$ cat config.mk
export PLATFORM = sky130hd
export DESIGN_NAME = pcl_dose_sequencer
export DESIGN_NICKNAME = d
export VERILOG_FILES = /design/src/rtl/pcl_dose_pkg.sv /design/src/rtl/pcl_dose_sequencer_timer.sv /design/src/rtl/pcl_dose_sequencer.sv
export SDC_FILE = /design/constraint.sdc
export NUM_CORES = 1
export LEC_CHECK = 0
export BUFFER_PORTS_ARGS = -buffer_cell sky130_fd_sc_hd__buf_2
export CORE_UTILIZATION = 59
export CTS_CLUSTER_DIAMETER = 100
export DETAILED_ROUTE_END_ITERATION = 6
export PLACE_DENSITY = 0.8
export SETUP_SLACK_MARGIN = 0.3
export SYNTH_ARGS = -nofsm -noshare
export SYNTH_HDL_FRONTEND = slang
export SYNTH_HIERARCHICAL = 1
export SYNTH_SLANG_ARGS = --single-unit
$ cat constraint.sdc
create_clock -name clk -period 3.9 [get_ports clk]
set_input_delay 0 -clock clk [delete_from_list [all_inputs] [get_ports clk]]
set_output_delay 0 -clock clk [all_outputs]
set_load 0.02 [all_outputs]
$ cat src/rtl/pcl_dose_pkg.sv
// Shared types and helpers for the two-solution dosing sequencer.
package pcl_dose_pkg;

   localparam int T_W_DEF = 16;
   localparam int N_W_DEF = 8;

   typedef enum logic [2:0] {
      IDLE     = 3'd0,
      DOSE_A   = 3'd1,
      SETTLE_A = 3'd2,
      DOSE_B   = 3'd3,
      SETTLE_B = 3'd4,
      MIX      = 3'd5,
      FINISH   = 3'd6
   } phase_e;

   // Next phase of the current dose pair with nonzero duration, strictly after
   // cur (cur = IDLE means "from the top of the pair"). Returns IDLE when the
   // pair has no further nonzero phase.
   function automatic phase_e next_phase(input phase_e cur,
                                         input logic nz_a, input logic nz_sa,
                                         input logic nz_b, input logic nz_sb,
                                         input logic nz_m);
      logic [4:0] nz;
      int         first;
      logic       found;
      phase_e     p;
      nz    = {nz_m, nz_sb, nz_b, nz_sa, nz_a};
      first = (cur == IDLE) ? 0 : int'(cur);
      found = 1'b0;
      p     = IDLE;
      for (int i = 0; i < 5; i++) begin
         if (i >= first && nz[i] && !found) begin
            p     = phase_e'(3'(i + 1));
            found = 1'b1;
         end
      end
      return p;
   endfunction

endpackage

$ cat src/rtl/pcl_dose_sequencer_timer.sv
// Loadable phase down-counter; counts only on tick and flags the last tick.
module pcl_phase_timer
   import pcl_dose_pkg::*;
#(
   parameter int T_W = T_W_DEF
) (
   input  logic           clk,
   input  logic           rst_n,
   input  logic           load,
   input  logic [T_W-1:0] load_val,
   input  logic           tick,
   output logic           expire
);

   logic [T_W-1:0] count;

   assign expire = tick && (count == T_W'(1));

   // Load on phase entry, otherwise count down once per tick until zero.
   always_ff @(posedge clk or negedge rst_n) begin
      if (!rst_n) begin
         count <= '0;
      end else if (load) begin
         count <= load_val;
      end else if (tick && count != '0) begin
         count <= count - T_W'(1);
      end
   end

endmodule

$ cat src/rtl/pcl_dose_sequencer.sv
// Sequences valve 1, valve 2 and the mixer dwell for a programmable number
// of dose pairs. All outputs are registered from the next-state decode.
module pcl_dose_sequencer
   import pcl_dose_pkg::*;
#(
   parameter int T_W = T_W_DEF,
   parameter int N_W = N_W_DEF
) (
   input  logic           clk,
   input  logic           rst_n,
   input  logic           tick,
   input  logic           start,
   input  logic           abort,
   input  logic [T_W-1:0] dose_a,
   input  logic [T_W-1:0] dose_b,
   input  logic [T_W-1:0] settle,
   input  logic [T_W-1:0] mix,
   input  logic [N_W-1:0] n_cycles,
   output logic           valve_a_open,
   output logic           valve_b_open,
   output logic           busy,
   output logic           done,
   output logic           aborted,
   output logic [N_W-1:0] cycle_idx
);

   phase_e         state, state_nxt, ph;
   logic [T_W-1:0] da_sh, db_sh, st_sh, mx_sh;
   logic [N_W-1:0] n_sh, idx_nxt;
   logic [T_W-1:0] cur_da, cur_db, cur_st, cur_mx, load_val;
   logic           nz_a, nz_s, nz_b, nz_m;
   logic           load, expire, abt_nxt;

   // In IDLE the config is being captured on this same edge, so decisions
   // use the live inputs; during a run they use the shadow copies.
   assign cur_da = (state == IDLE) ? dose_a : da_sh;
   assign cur_db = (state == IDLE) ? dose_b : db_sh;
   assign cur_st = (state == IDLE) ? settle : st_sh;
   assign cur_mx = (state == IDLE) ? mix    : mx_sh;
   assign nz_a   = (cur_da != '0);
   assign nz_s   = (cur_st != '0);
   assign nz_b   = (cur_db != '0);
   assign nz_m   = (cur_mx != '0);

   pcl_phase_timer #(.T_W(T_W)) u_timer (
      .clk      (clk),
      .rst_n    (rst_n),
      .load     (load),
      .load_val (load_val),
      .tick     (tick),
      .expire   (expire)
   );

   // Next-state, cycle index and timer load decisions.
   always_comb begin
      state_nxt = state;
      idx_nxt   = cycle_idx;
      load      = 1'b0;
      abt_nxt   = 1'b0;
      ph        = IDLE;
      load_val  = '0;
      if (state != IDLE && abort) begin
         state_nxt = IDLE;
         abt_nxt   = 1'b1;
      end else begin
         case (state)
            IDLE: begin
               if (start) begin
                  idx_nxt = '0;
                  if (n_cycles == '0) begin
                     // An empty run spends its single busy cycle in MIX
                     // (valves closed) so done lands two cycles after start.
                     state_nxt = MIX;
                  end else begin
                     ph = next_phase(IDLE, nz_a, nz_s, nz_b, nz_s, nz_m);
                     if (ph == IDLE) begin
                        state_nxt = FINISH;
                     end else begin
                        state_nxt = ph;
                        load      = 1'b1;
                     end
                  end
               end
            end
            FINISH: state_nxt = IDLE;
            default: begin
               if (state == MIX && n_sh == '0) begin
                  state_nxt = FINISH;
               end else if (expire) begin
                  ph = next_phase(state, nz_a, nz_s, nz_b, nz_s, nz_m);
                  if (ph != IDLE) begin
                     state_nxt = ph;
                     load      = 1'b1;
                  end else if (cycle_idx == n_sh - N_W'(1)) begin
                     state_nxt = FINISH;
                  end else begin
                     idx_nxt   = cycle_idx + N_W'(1);
                     state_nxt = next_phase(IDLE, nz_a, nz_s, nz_b, nz_s, nz_m);
                     load      = 1'b1;
                  end
               end
            end
         endcase
      end
      case (state_nxt)
         DOSE_A:            load_val = cur_da;
         SETTLE_A, SETTLE_B: load_val = cur_st;
         DOSE_B:            load_val = cur_db;
         MIX:               load_val = cur_mx;
         default:           load_val = '0;
      endcase
   end

   // State, registered outputs and config shadows.
   always_ff @(posedge clk or negedge rst_n) begin
      if (!rst_n) begin
         state        <= IDLE;
         valve_a_open <= 1'b0;
         valve_b_open <= 1'b0;
         busy         <= 1'b0;
         done         <= 1'b0;
         aborted      <= 1'b0;
         cycle_idx    <= '0;
         da_sh        <= '0;
         db_sh        <= '0;
         st_sh        <= '0;
         mx_sh        <= '0;
         n_sh         <= '0;
      end else begin
         state        <= state_nxt;
         valve_a_open <= (state_nxt == DOSE_A);
         valve_b_open <= (state_nxt == DOSE_B);
         busy         <= (state_nxt != IDLE);
         done         <= (state_nxt == FINISH);
         aborted      <= abt_nxt;
         cycle_idx    <= idx_nxt;
         if (state == IDLE && start) begin
            da_sh <= dose_a;
            db_sh <= dose_b;
            st_sh <= settle;
            mx_sh <= mix;
            n_sh  <= n_cycles;
         end
      end
   end

endmodule

==> flow_summary.toml <==
[status]
status = "finished with violations"
violations = "DRC"

[synth]
synth_compound_area_frac = 0.157
netlist_instances = 868
synth_edf_count = 0
yosysSeqAreaShare = 0.374
muxShareOfSynthArea = 0.0353
ys_ff_latch = 104
synth_adder_area_share = 0.00900
synth_top_family_by_area = "simple AND/OR/NAND/NOR gates"
syn_nets = 950
ys_types = 75
ys_async_sr_fraction = 1.00
synth_xor_area_frac = 0.0297
yosysWarnings = 6
yosys.area_share.simple = 0.353
ys.flop_type = "dfrtp_1"
avgSynthCellArea_um2 = 8.01
synth_area_um2 = 6950

[clocking]
max-clock-path-buffers = 2
htree_levels = 3
cts_tree = "built"
clk_latency_ns = 0.37
clock-root-buffer = "clkbuf_16"
cts_buffers = 9
clk_pin_slew_ns = 0.07
cts.sinks = 104

[sta]
timing.fmax_mhz = 284
fin_crit_sh = 0.903
final_hold_viol_count = 0
min_period_ns = 3.52
setup_violations = 0
fin_tns_setup_ns = 0
rsz0062_at_grt = "yes"
worst_slew_pin_slew_ns = 0.954
finClkSkew_ns = 0.0114
finalMaxSlewViolations = 0
slew_headroom = 0.364

[worst_setup_path]
cp_cell_sequence = "dlygate4sd3_1 -> buf_2 -> nor4_1 -> and4_2 -> o32ai_1 -> or4_1 -> o211ai_2 -> buf_4 -> a221oi_1 -> o31ai_2 -> o311ai_1 -> mux2_2"
cp_slowest_cell = "or4_1"
cp-start-kind = "input port"
criticalPathCategory = "input port to flop"
cp_max_fo = 32
crit_required_ns = 4.15
max_stage_delay_ns = 0.57
cp.arrival_ns = 3.77
worst-r2r-setup-slack_ns = 0.43
cp-end-kind = "flop"

[global_routing]
met2_usage = 0.618
grt_pass1_vias = 7194
grt_max_degree = 71
grt_usage = 0.386
grtUsageMet3 = 0.0785
antenna_found_initial = 0
grt_overflow_total = 0
met1_usage = 0.515
grt_pass1_wl_um = 37400
top_usage_layer = "met2"

[detailed_routing]
remaining_drc_errors = 16
vias = 7711
drtAntennaViolNets = 0
drt_iter0_markers = 911
wl_per_cell_um = 20.2
dr.pass1.iters = 7
viasPerCell = 6.65
routed_wl_um = 23400

[power]
ir_worst_vdd_mv = 0.702
p_per_area_nw_per_um2 = 729
power_mw = 6.36
leakagePower_nw = 3.97

[floorplanning]
start_util = 0.606
die_x_um = 111
die_area_um2 = 12200
die_h_um = 111
core_um2 = 11500
io_pins = 90
std_cell_rows = 39

[layout]
drive_gt1_frac = 0.177
area_delta_synth_final_pct = 25.5
fillers = 828
diodes = 0
nNetsFinal = 1093

[placed_design]
place.gp.congestion = 0.973
io_buffers = 89
hpwl_um = 15300

[flow_run]
max_cap_viol_count = 0

[worst_hold_path]
hold_path_class = "input port to flop"
sequential cells by signal, indices dropped and copies added, names as in the netlist:
| register | count |
|---|---|
| valve_a_open | 1 |
| u_timer/count | 16 |
| done | 1 |
| valve_b_open | 1 |
| da_sh | 16 |
| mx_sh | 16 |
| state | 3 |
| aborted | 1 |
| n_sh | 8 |
| cycle_idx | 8 |
| st_sh | 16 |
| db_sh | 16 |
| busy | 1 |
cells by family (layout without fill, tap and decap cells):
group           count (synthesis)  in the layout
mux                            23             23
compound gates                137            137
flops                         104            104
simple gates                  508            508
buf+inv                        70            218
xor+xnor                       21             21
fa+ha+maj                       5              5
final cells by class:
cell class                 count  area (µm²)  area share
multi-input combinational    694        4170       0.478
sequential                   104        2610       0.299
timing repair buffer         194        1450       0.166
clock buffer                  10         239      0.0274
tap                          143         179      0.0205
clock inverter                 6        51.3     0.00588
inverter                       8        30.0     0.00344
synthesized netlist by cell type (14+ instances only):
library cell / instances / share of area
nand2_1: 315 / 0.17
dfrtp_1: 104 / 0.37
clkbuf_1: 50 / 0.027
nor4_1: 38 / 0.034
nor2_1: 29 / 0.016
nand4_1: 27 / 0.024
and4_1: 20 / 0.025
mux2i_1: 20 / 0.029
o31ai_1: 19 / 0.021
a221oi_1: 16 / 0.020
a32o_1: 16 / 0.023
o21ai_0: 16 / 0.012
o311ai_1: 14 / 0.018
metal layers:
layer / part of all wire / vias up
met5: 0 / -
met4: 0.033 / 0
met3: 0.084 / 76
met2: 0.48 / 492
met1: 0.41 / 3690
li1: - / 3453
per-stage QoR:
stage / cells / utilization / area, µm² / setup slack, ns / hold WS [ns]
after floorplan: 868 / - / 6950 / 0.526 / -0.296
after global placement: 1064 / 0.657 / 7540 / 0.307 / 0.166
after detailed placement: 1064 / 0.657 / 7540 / 0.277 / 0.179
after CTS: 1153 / 0.747 / 8570 / 0.314 / 0.0340
after global routing: 1159 / 0.761 / 8720 / 0.293 / 0.0462
final: 1159 / 0.761 / 8720 / 0.379 / 0.0342
worst max-delay path, delay by kind of cell:
family	cells	cell delay [ns]
and+or+nand+nor	3	1.46
AOI/OAI and AO/OA	5	1.03
buffers and inverters	3	0.99
muxes	1	0.28
layout by cell type, fill, tap and decap left out, drive strengths merged, types with 17 or more instances in the layout:
master	synthesis	final
nor4	42	42
and4	20	20
o31ai	19	19
o21ai	17	17
dlygate4sd3	0	73
nand2	315	315
nand4	27	27
nor2	29	29
dfrtp	104	104
mux2i	21	21
o311ai	17	17
or4	17	17
buf	12	121
final timing paths:
check                                 startpoint                           end  cells past startpoint
setup / recovery                      dose_b[12]  u_timer/count[3]$_DFFE_PN0P_                     12
hold / removal                             abort             aborted$_DFF_PN0_                      2
setup reg to reg             n_sh[1]$_DFFE_PN0P_  u_timer/count[1]$_DFFE_PN0P_                     12
hold reg to reg            mx_sh[11]$_DFFE_PN0P_         mx_sh[11]$_DFFE_PN0P_                      2
max in group asynchronous                  rst_n          db_sh[2]$_DFFE_PN0P_                      3
min in group asynchronous                  rst_n      cycle_idx[4]$_DFFE_PN0P_                      2
timing repair:
action	in CTS	in global routing
endpoints found under the setup margin	1	16
hold buffers	73	0
endpoints found under the hold margin	140	0
setup buffers	0	5
cloned	0	1
pin swaps	0	9
gates resized for setup	1	26
where the power goes:
part | internal, mW | switching (mW)
logic | 1.31 | 2.07
registers | 1.55 | 0.519
clock network | 0.461 | 0.451
(Power assumes the default switching activity.)
